<file path="config.mk">
export PLATFORM = sky130hd
export DESIGN_NAME = ex_result_stage
export DESIGN_NICKNAME = d
export VERILOG_FILES = /design/src/rtl/alu_pkg.sv /design/src/rtl/br_resolve.sv /design/src/rtl/ex_result_stage.sv
export SDC_FILE = /design/constraint.sdc
export NUM_CORES = 1
export LEC_CHECK = 0
export CAP_MARGIN = 20
export CELL_PAD_IN_SITES_DETAIL_PLACEMENT = 1
export CELL_PAD_IN_SITES_GLOBAL_PLACEMENT = 2
export CORE_MARGIN = 8
export CORE_UTILIZATION = 26
export CTS_CLUSTER_SIZE = 40
export DETAILED_ROUTE_END_ITERATION = 6
export GPL_ROUTABILITY_DRIVEN = 0
export PLACE_DENSITY = 0.93
export SYNTH_ARGS = -nofsm -noshare
export SYNTH_HDL_FRONTEND = slang
export SYNTH_SLANG_ARGS = --single-unit
</file>
<file path="constraint.sdc">
create_clock -name clk -period 2.45 [get_ports clk]
set_clock_uncertainty 0.2 [all_clocks]
set_input_delay 0.49 -clock clk [delete_from_list [all_inputs] [get_ports clk]]
set_output_delay 0.49 -clock clk [all_outputs]
set_load 0.005 [all_outputs]
</file>
<file path="src/rtl/alu_pkg.sv">
// Shared ALU/execute definitions: opcode encodings, flag bit positions,
// branch-condition constants and the execute result entry layout.
// Used by ex_result_stage and br_resolve.
package alu_pkg;

   // Default datapath widths; ex_result_stage parameters must match these
   // because ex_entry_t is laid out with them.
   localparam int ALU_DATA_W    = 16;
   localparam int ALU_REG_IDX_W = 4;
   localparam int ALU_OPCODE_W  = 5;

   // Opcode encodings relevant to the execute stage.
   localparam logic [ALU_OPCODE_W-1:0] OP_CMP  = 5'b00110;
   localparam logic [ALU_OPCODE_W-1:0] OP_CMPR = 5'b00111;
   localparam logic [ALU_OPCODE_W-1:0] OP_ADD  = 5'b10000;
   localparam logic [ALU_OPCODE_W-1:0] OP_SUB  = 5'b10010;

   // Bit positions inside the 3-bit flag vector and the branch mask.
   localparam int FLAG_LT = 2;
   localparam int FLAG_EQ = 1;
   localparam int FLAG_GT = 0;

   // Branch-condition masks with special meaning.
   localparam logic [2:0] BR_ALWAYS = 3'b111;
   localparam logic [2:0] BR_NEVER  = 3'b000;

   // One registered execute result as handed to memory/writeback.
   typedef struct packed {
      logic [ALU_DATA_W-1:0]    data;
      logic [ALU_OPCODE_W-1:0]  opcode;
      logic [ALU_REG_IDX_W-1:0] dst;
      logic                     wb_en;
   } ex_entry_t;

endpackage

</file>
<file path="src/rtl/br_resolve.sv">
// Conditional branch resolver. Purely combinational: a branch is taken when
// its mask is BR_ALWAYS, or when any mask bit lines up with a set flag bit.
// A mask of BR_NEVER therefore never resolves taken.
module br_resolve
   import alu_pkg::*;
(
   input  logic [2:0] br_cond_i,
   input  logic [2:0] flags_i,
   output logic       taken_o
);

   logic hit_lt;
   logic hit_eq;
   logic hit_gt;

   // Per-condition matches against the architectural flags, then the OR.
   always_comb begin
      hit_lt  = br_cond_i[FLAG_LT] & flags_i[FLAG_LT];
      hit_eq  = br_cond_i[FLAG_EQ] & flags_i[FLAG_EQ];
      hit_gt  = br_cond_i[FLAG_GT] & flags_i[FLAG_GT];
      taken_o = (br_cond_i == BR_ALWAYS) | hit_lt | hit_eq | hit_gt;
   end

endmodule

</file>
<file path="src/rtl/ex_result_stage.sv">
// Execute-stage result register sitting directly after the ALU.
// - One-entry valid/ready output buffer with back-to-back throughput.
// - Owns the architectural flag register written by CMP/CMPR.
// - Resolves conditional branches against the flags held before the edge
//   and emits a one-cycle br_taken pulse.
// Optional build macro EX_RESULT_STATS_EN adds wrap-around counters for
// retired beats, taken branches and stall cycles.
//
// Handshake: a beat moves on a port in the cycle where its valid and ready
// are both high at the rising edge. Upstream is accepted when
// in_valid & in_ready & !flush, with in_ready = !out_valid | out_ready.
// Downstream retires the held entry when out_valid & out_ready. While
// out_valid is high and out_ready is low every out_* field holds stable.
// flush discards the held entry and the incoming beat, and never alters
// the flag register.
module ex_result_stage
   import alu_pkg::*;
#(
   parameter int DATA_W    = ALU_DATA_W,
   parameter int REG_IDX_W = ALU_REG_IDX_W,
   parameter int OPCODE_W  = ALU_OPCODE_W,
   parameter int STAT_W    = 32
)(
   input  logic                 clk,
   input  logic                 rst,
   input  logic                 in_valid,
   output logic                 in_ready,
   input  logic [DATA_W-1:0]    alu_out,
   input  logic [2:0]           alu_flags,
   input  logic                 alu_set_flags,
   input  logic [OPCODE_W-1:0]  in_opcode,
   input  logic [REG_IDX_W-1:0] in_dst,
   input  logic                 in_wb_en,
   input  logic                 in_is_branch,
   input  logic [2:0]           in_br_cond,
   input  logic                 flush,
   output logic                 out_valid,
   input  logic                 out_ready,
   output logic [DATA_W-1:0]    out_data,
   output logic [OPCODE_W-1:0]  out_opcode,
   output logic [REG_IDX_W-1:0] out_dst,
   output logic                 out_wb_en,
   output logic [2:0]           flags_q,
   output logic                 br_taken
`ifdef EX_RESULT_STATS_EN
   ,
   output logic [STAT_W-1:0]    stat_retired,
   output logic [STAT_W-1:0]    stat_br_taken,
   output logic [STAT_W-1:0]    stat_stall
`endif
);

   // The held entry uses the package struct, so the widths must agree.
   generate
      if (DATA_W != ALU_DATA_W || REG_IDX_W != ALU_REG_IDX_W ||
          OPCODE_W != ALU_OPCODE_W || STAT_W < 1) begin : g_bad_cfg
         $error("ex_result_stage: widths must match alu_pkg and STAT_W >= 1");
      end
   endgenerate

   ex_entry_t  entry_q;
   ex_entry_t  entry_d;
   logic       out_valid_q;
   logic       out_valid_d;
   logic [2:0] flags_d;
   logic       br_taken_d;
   logic       accept;
   logic       br_hit;

   assign in_ready = !out_valid_q | out_ready;
   assign accept   = in_valid & in_ready & !flush;

   // Branch evaluation always sees the flag register as it stands now,
   // i.e. before any CMP in this same beat updates it.
   br_resolve u_br_resolve (
      .br_cond_i (in_br_cond),
      .flags_i   (flags_q),
      .taken_o   (br_hit)
   );

   // Next-state selection: flush wins, then accept (load or replace), then drain.
   always_comb begin
      out_valid_d = out_valid_q;
      entry_d     = entry_q;
      flags_d     = flags_q;
      br_taken_d  = 1'b0;
      if (flush) begin
         out_valid_d = 1'b0;
      end else if (accept) begin
         out_valid_d    = 1'b1;
         entry_d.data   = alu_out;
         entry_d.opcode = in_opcode;
         entry_d.dst    = in_dst;
         entry_d.wb_en  = in_wb_en & !in_is_branch;
         if (alu_set_flags) begin
            flags_d = alu_flags;
         end
         br_taken_d = in_is_branch & br_hit;
      end else if (out_ready) begin
         out_valid_d = 1'b0;
      end
   end

   // State registers; reset clears the entry immediately, mid-transfer or not.
   always_ff @(posedge clk or posedge rst) begin
      if (rst) begin
         out_valid_q <= 1'b0;
         entry_q     <= '0;
         flags_q     <= 3'b000;
         br_taken    <= 1'b0;
      end else begin
         out_valid_q <= out_valid_d;
         entry_q     <= entry_d;
         flags_q     <= flags_d;
         br_taken    <= br_taken_d;
      end
   end

   assign out_valid  = out_valid_q;
   assign out_data   = entry_q.data;
   assign out_opcode = entry_q.opcode;
   assign out_dst    = entry_q.dst;
   assign out_wb_en  = entry_q.wb_en;

`ifdef EX_RESULT_STATS_EN
   logic [STAT_W-1:0] stat_retired_q;
   logic [STAT_W-1:0] stat_br_taken_q;
   logic [STAT_W-1:0] stat_stall_q;

   // Free-running event counters; they wrap silently at 2^STAT_W.
   always_ff @(posedge clk or posedge rst) begin
      if (rst) begin
         stat_retired_q  <= '0;
         stat_br_taken_q <= '0;
         stat_stall_q    <= '0;
      end else begin
         if (out_valid_q & out_ready) begin
            stat_retired_q <= stat_retired_q + STAT_W'(1);
         end
         if (br_taken) begin
            stat_br_taken_q <= stat_br_taken_q + STAT_W'(1);
         end
         if (out_valid_q & !out_ready) begin
            stat_stall_q <= stat_stall_q + STAT_W'(1);
         end
      end
   end

   assign stat_retired  = stat_retired_q;
   assign stat_br_taken = stat_br_taken_q;
   assign stat_stall    = stat_stall_q;
`endif

endmodule

</file>
Word level (Yosys, flattened, before mapping)
Cells that the tools add are included.
W data, S select, Z words.

operators by class
  equality and inequality tests = 1
  mux-type cells = 5
  reduce and logical (&&, ||, !) cells = 6
  bitwise operators = 12

operator list
  operator              count
  $and A1 B1 Y1         7
  $mux W1               5
  $or A1 B1 Y1          4
  $eq A3 B3 Y1 const B  1
  $logic_not A1 Y1      3
  $reduce_and A3 Y1     1
  $reduce_bool A3 Y1    1
  $reduce_and A2 Y1     1
  $not A1 Y1            1

word-level totals
  output and inout bits = 32
  register bits after elaboration = 31
  bits of input ports = 39

Depth between registers and ports, before layout
  depth after elaboration = 7
  gate-level depth with buffers = 5

Cells and area by module
From an unflattened synthesis, not the netlist that was laid out.

unflattened totals
  cells, all modules = 76
  area, all modules = 1,308.8 µm²

by module, submodules not included
  module           sequential area each (µm²)  instances  cells each  area an instance (µm²)
  ex_result_stage  775.7                       1          72          1,287.5
  br_resolve       0.0                         1          4           21.3

Least setup slack after synthesis
No wires, ideal clock.

  kind = input to register
  from = input out_ready
  to = register entry_q, in the netlist out_data[0]
  stages on the path = 5
  path slack = 0.805 ns
  arrival = 1.320 ns
  required time = 2.125 ns
  path buffers = 2
  path through = nand2b_4 > and2_4 > buf_6 > buf_12 > mux2_4

on the way
  cells in the longest elaborated chain, start to end = 4

RTL lines
  element                             line                    text
  from (decl)                         ex_result_stage.sv:38   input logic out_ready,
  $or A1 B1 Y1                        ex_result_stage.sv:70   assign in_ready = !out_valid_q | out_ready;
  $and A1 B1 Y1 (2 in a row)          ex_result_stage.sv:71   assign accept = in_valid & in_ready & !flush;
  $reduce_and A2 Y1 (no source line)  --
  to (signal assigned)                ex_result_stage.sv:113  entry_q <= entry_d;
  to (decl)                           ex_result_stage.sv:61   ex_entry_t entry_q;

No other way between the ends.
A chain may end at the register's enable or synchronous reset.

Worst setup path after layout
  from = input out_ready
  to = output in_ready

on the way
  cells in the longest elaborated chain, start to end = 1

RTL lines
  element       line                   text
  $or A1 B1 Y1  ex_result_stage.sv:70
  to (decl)     ex_result_stage.sv:27  output logic in_ready,

No other way between the ends.

==> metrics.csv <==
metric,value,unit
Post-Synthesis Cells,75,
initial antenna violation count,0,
filler cell count,510,
H-tree levels,2,
ratio of cells with drive above 1 in the final layout,0.275,
fin. max-slew vios,0,
"setup slack, reg-to-reg",0.85,ns
xor-xnor portion of the synthesized cell area,0,
simple-gate area share of the yosys netlist,0.0428,
Peak Freq,436,MHz
Synth Area in Compound Gates,0.0171,
largest net degree at the start of global routing,20,
hold_sp,out_opcode[1],
clock input transition at the sequential cells of the worst setup and hold paths,0.06,ns
DR pass1 iterations,4,
Finished Core Util,0.442,
R2R Path Start,out_valid,
Hold Path Depth,1,
Final Power,1.51,mW
FF-to-FF path depth,4,
register area,776,µm²
Setup Buffers After CTS,0,
Initial DRC Count,37,
MaxCap Viol Count,0,
CTS tree,done,
slew margin rel.,0.634,
data required time of the worst path,1.76,ns
row count,26,
Fin. Hold Viols,0,
GR Overflow Total,0,
die height,87.1,µm
kind of critical path,in -> out,
"Design Area, Final",0.00220,mm²
# setup viols final,0,
crit-path max FO,5,
"Hold-fix buffers, CTS",0,
Routed WL,3800,µm
Synth Area in Adders,0,
Synth Area per Inst,17.5,µm²
post-synthesis sequential area ratio,0.590,
total track usage,0.109,
DIE WIDTH,87.1,µm
Worst setup startpoint,out_ready,
RR Endpoint,out_data[6],
"Area growth, synth to finish",67.3,%
die area,0.00759,mm²
YS warnings,0,
Synth Register Bits,31,
vias in the first global route,1185,
ANT cells,0,
total CTS buffers,5,
DRC violations left,0,
Synth cell types,15,
Hold Path End,out_opcode[1],
main combinational cell family by area after synthesis,multiplexers,
fin nets,191,
clock sink count,31,
IO Port Bufs,70,
post-DP HPWL,3000,µm
Least-Margin Pin Slew,0.548,ns
"commonest non-fill, non-tap cell in the layout",clkdlybuf4s50_1,
first-pass GRT wire length,6310,µm
clock latency on the worst-skew pair,0.28,ns
Startpoint Class,primary input,
RSZ-0062 raised after global routing,no,
Multi-input gate area,480,µm²
crit end category,output port,
period utilization,0.935,
core area,0.00498,mm²
Period minus WS final,2.29,ns
Place WS,0.143,ns
Final ANT Viol Nets,0,
Pwr Density,688,mW/mm²
HP Class,reg -> reg,
Placed Area,0.00210,mm²
worst vdd ir,0.000308,V
mux cell area share after synthesis,0.305,
CTS root buf,clkbuf_8,
final setup TNS,0,ns
status,"finished, final reports clean",
initial core utilization,0.264,
vias,919,
crit path DAT,1.60,ns
post_cts resized,0,
drt via density,4.12,
maximum clock insertion buffer count,2,
Post-Syn Area,0.00132,mm²
most frequent cells in the layout,"70 x clkdlybuf4s50_1, 31 x dfrtp_1, 20 x mux2_4",
routed len/inst,17.0,µm
Setup WS post-layout,0.159,ns
I/O Pins,71,
Leakage,0.946,nW
Synthesized Nets,114,
[sequential cells by signal (all words and copies together), names as in the netlist]
| signal | flops |
|---|---|
| out_opcode | 5 |
| br_taken | 1 |
| out_valid | 1 |
| flags_q | 3 |
| out_data | 16 |
| out_dst | 4 |
| out_wb_en | 1 |
[cell usage after synthesis]
| cell | count | share of area |
|---|---|---|
| nand3_1 | 2 | 0.0076 |
| and2_4 | 1 | 0.0067 |
| a21oi_1 | 1 | 0.0038 |
| nor2b_1 | 1 | 0.0048 |
| dfrtp_1 | 31 | 0.59 |
| nor2_1 | 1 | 0.0029 |
| nor2b_4 | 1 | 0.010 |
| a21o_1 | 1 | 0.0057 |
| buf_6 | 1 | 0.0086 |
| mux2_2 | 9 | 0.077 |
| nand2b_4 | 1 | 0.010 |
| buf_12 | 2 | 0.030 |
| mux2_4 | 20 | 0.23 |
| a222oi_1 | 1 | 0.0076 |
| inv_1 | 2 | 0.0057 |
[metal layers]
metal | share of wire | global-route usage
met5 | 0 | 0
met4 | 0.0026 | 0.0328
met1 | 0.37 | 0.109
met3 | 0.11 | 0.0604
met2 | 0.52 | 0.189
[cell type report]
type,count,area share
clock buffers,8,0.0455
flip-flops and latches,31,0.353
inverters,2,0.00341
well taps,70,0.0398
repair buffers,73,0.340
multi-input cells,39,0.218
[worst max-delay path by stage]
stage	slack, ns	to	cells past startpoint
global placement	0.17	in_ready	3
floorplan	0.80	out_data[0]	5
detailed placement	0.14	in_ready	3
global route	0.11	in_ready	3
CTS	0.14	in_ready	3
finish	0.16	in_ready	3
[critical path: stages]
cell and delay [ns]:
clkdlybuf4s50_1 0.46, nand2b_4 0.14, clkdlybuf4s50_1 0.51
[cells by family after synthesis]
kind of cell / Yosys count
flops: 31
mux: 29
simple gates: 7
buf+inv: 5
compound gates: 3
[through the flow]
| step | std cells | hold WS [ns] |
|---|---|---|
| finish | 223 | 0.312 |
| global route | 223 | 0.334 |
| CTS | 223 | 0.313 |
| detailed placement | 215 | 0.294 |
| global placement | 215 | 0.292 |
| floorplan | 75 | 0.305 |
[power by group]
group          total (mW)  switching [mW]  internal (mW)
Clock               0.440           0.183          0.256
Sequential          0.652          0.0542          0.598
Combinational       0.422           0.113          0.309
Total                1.51           0.351           1.16
No activity file was read; power rests on OpenSTA's default activity.
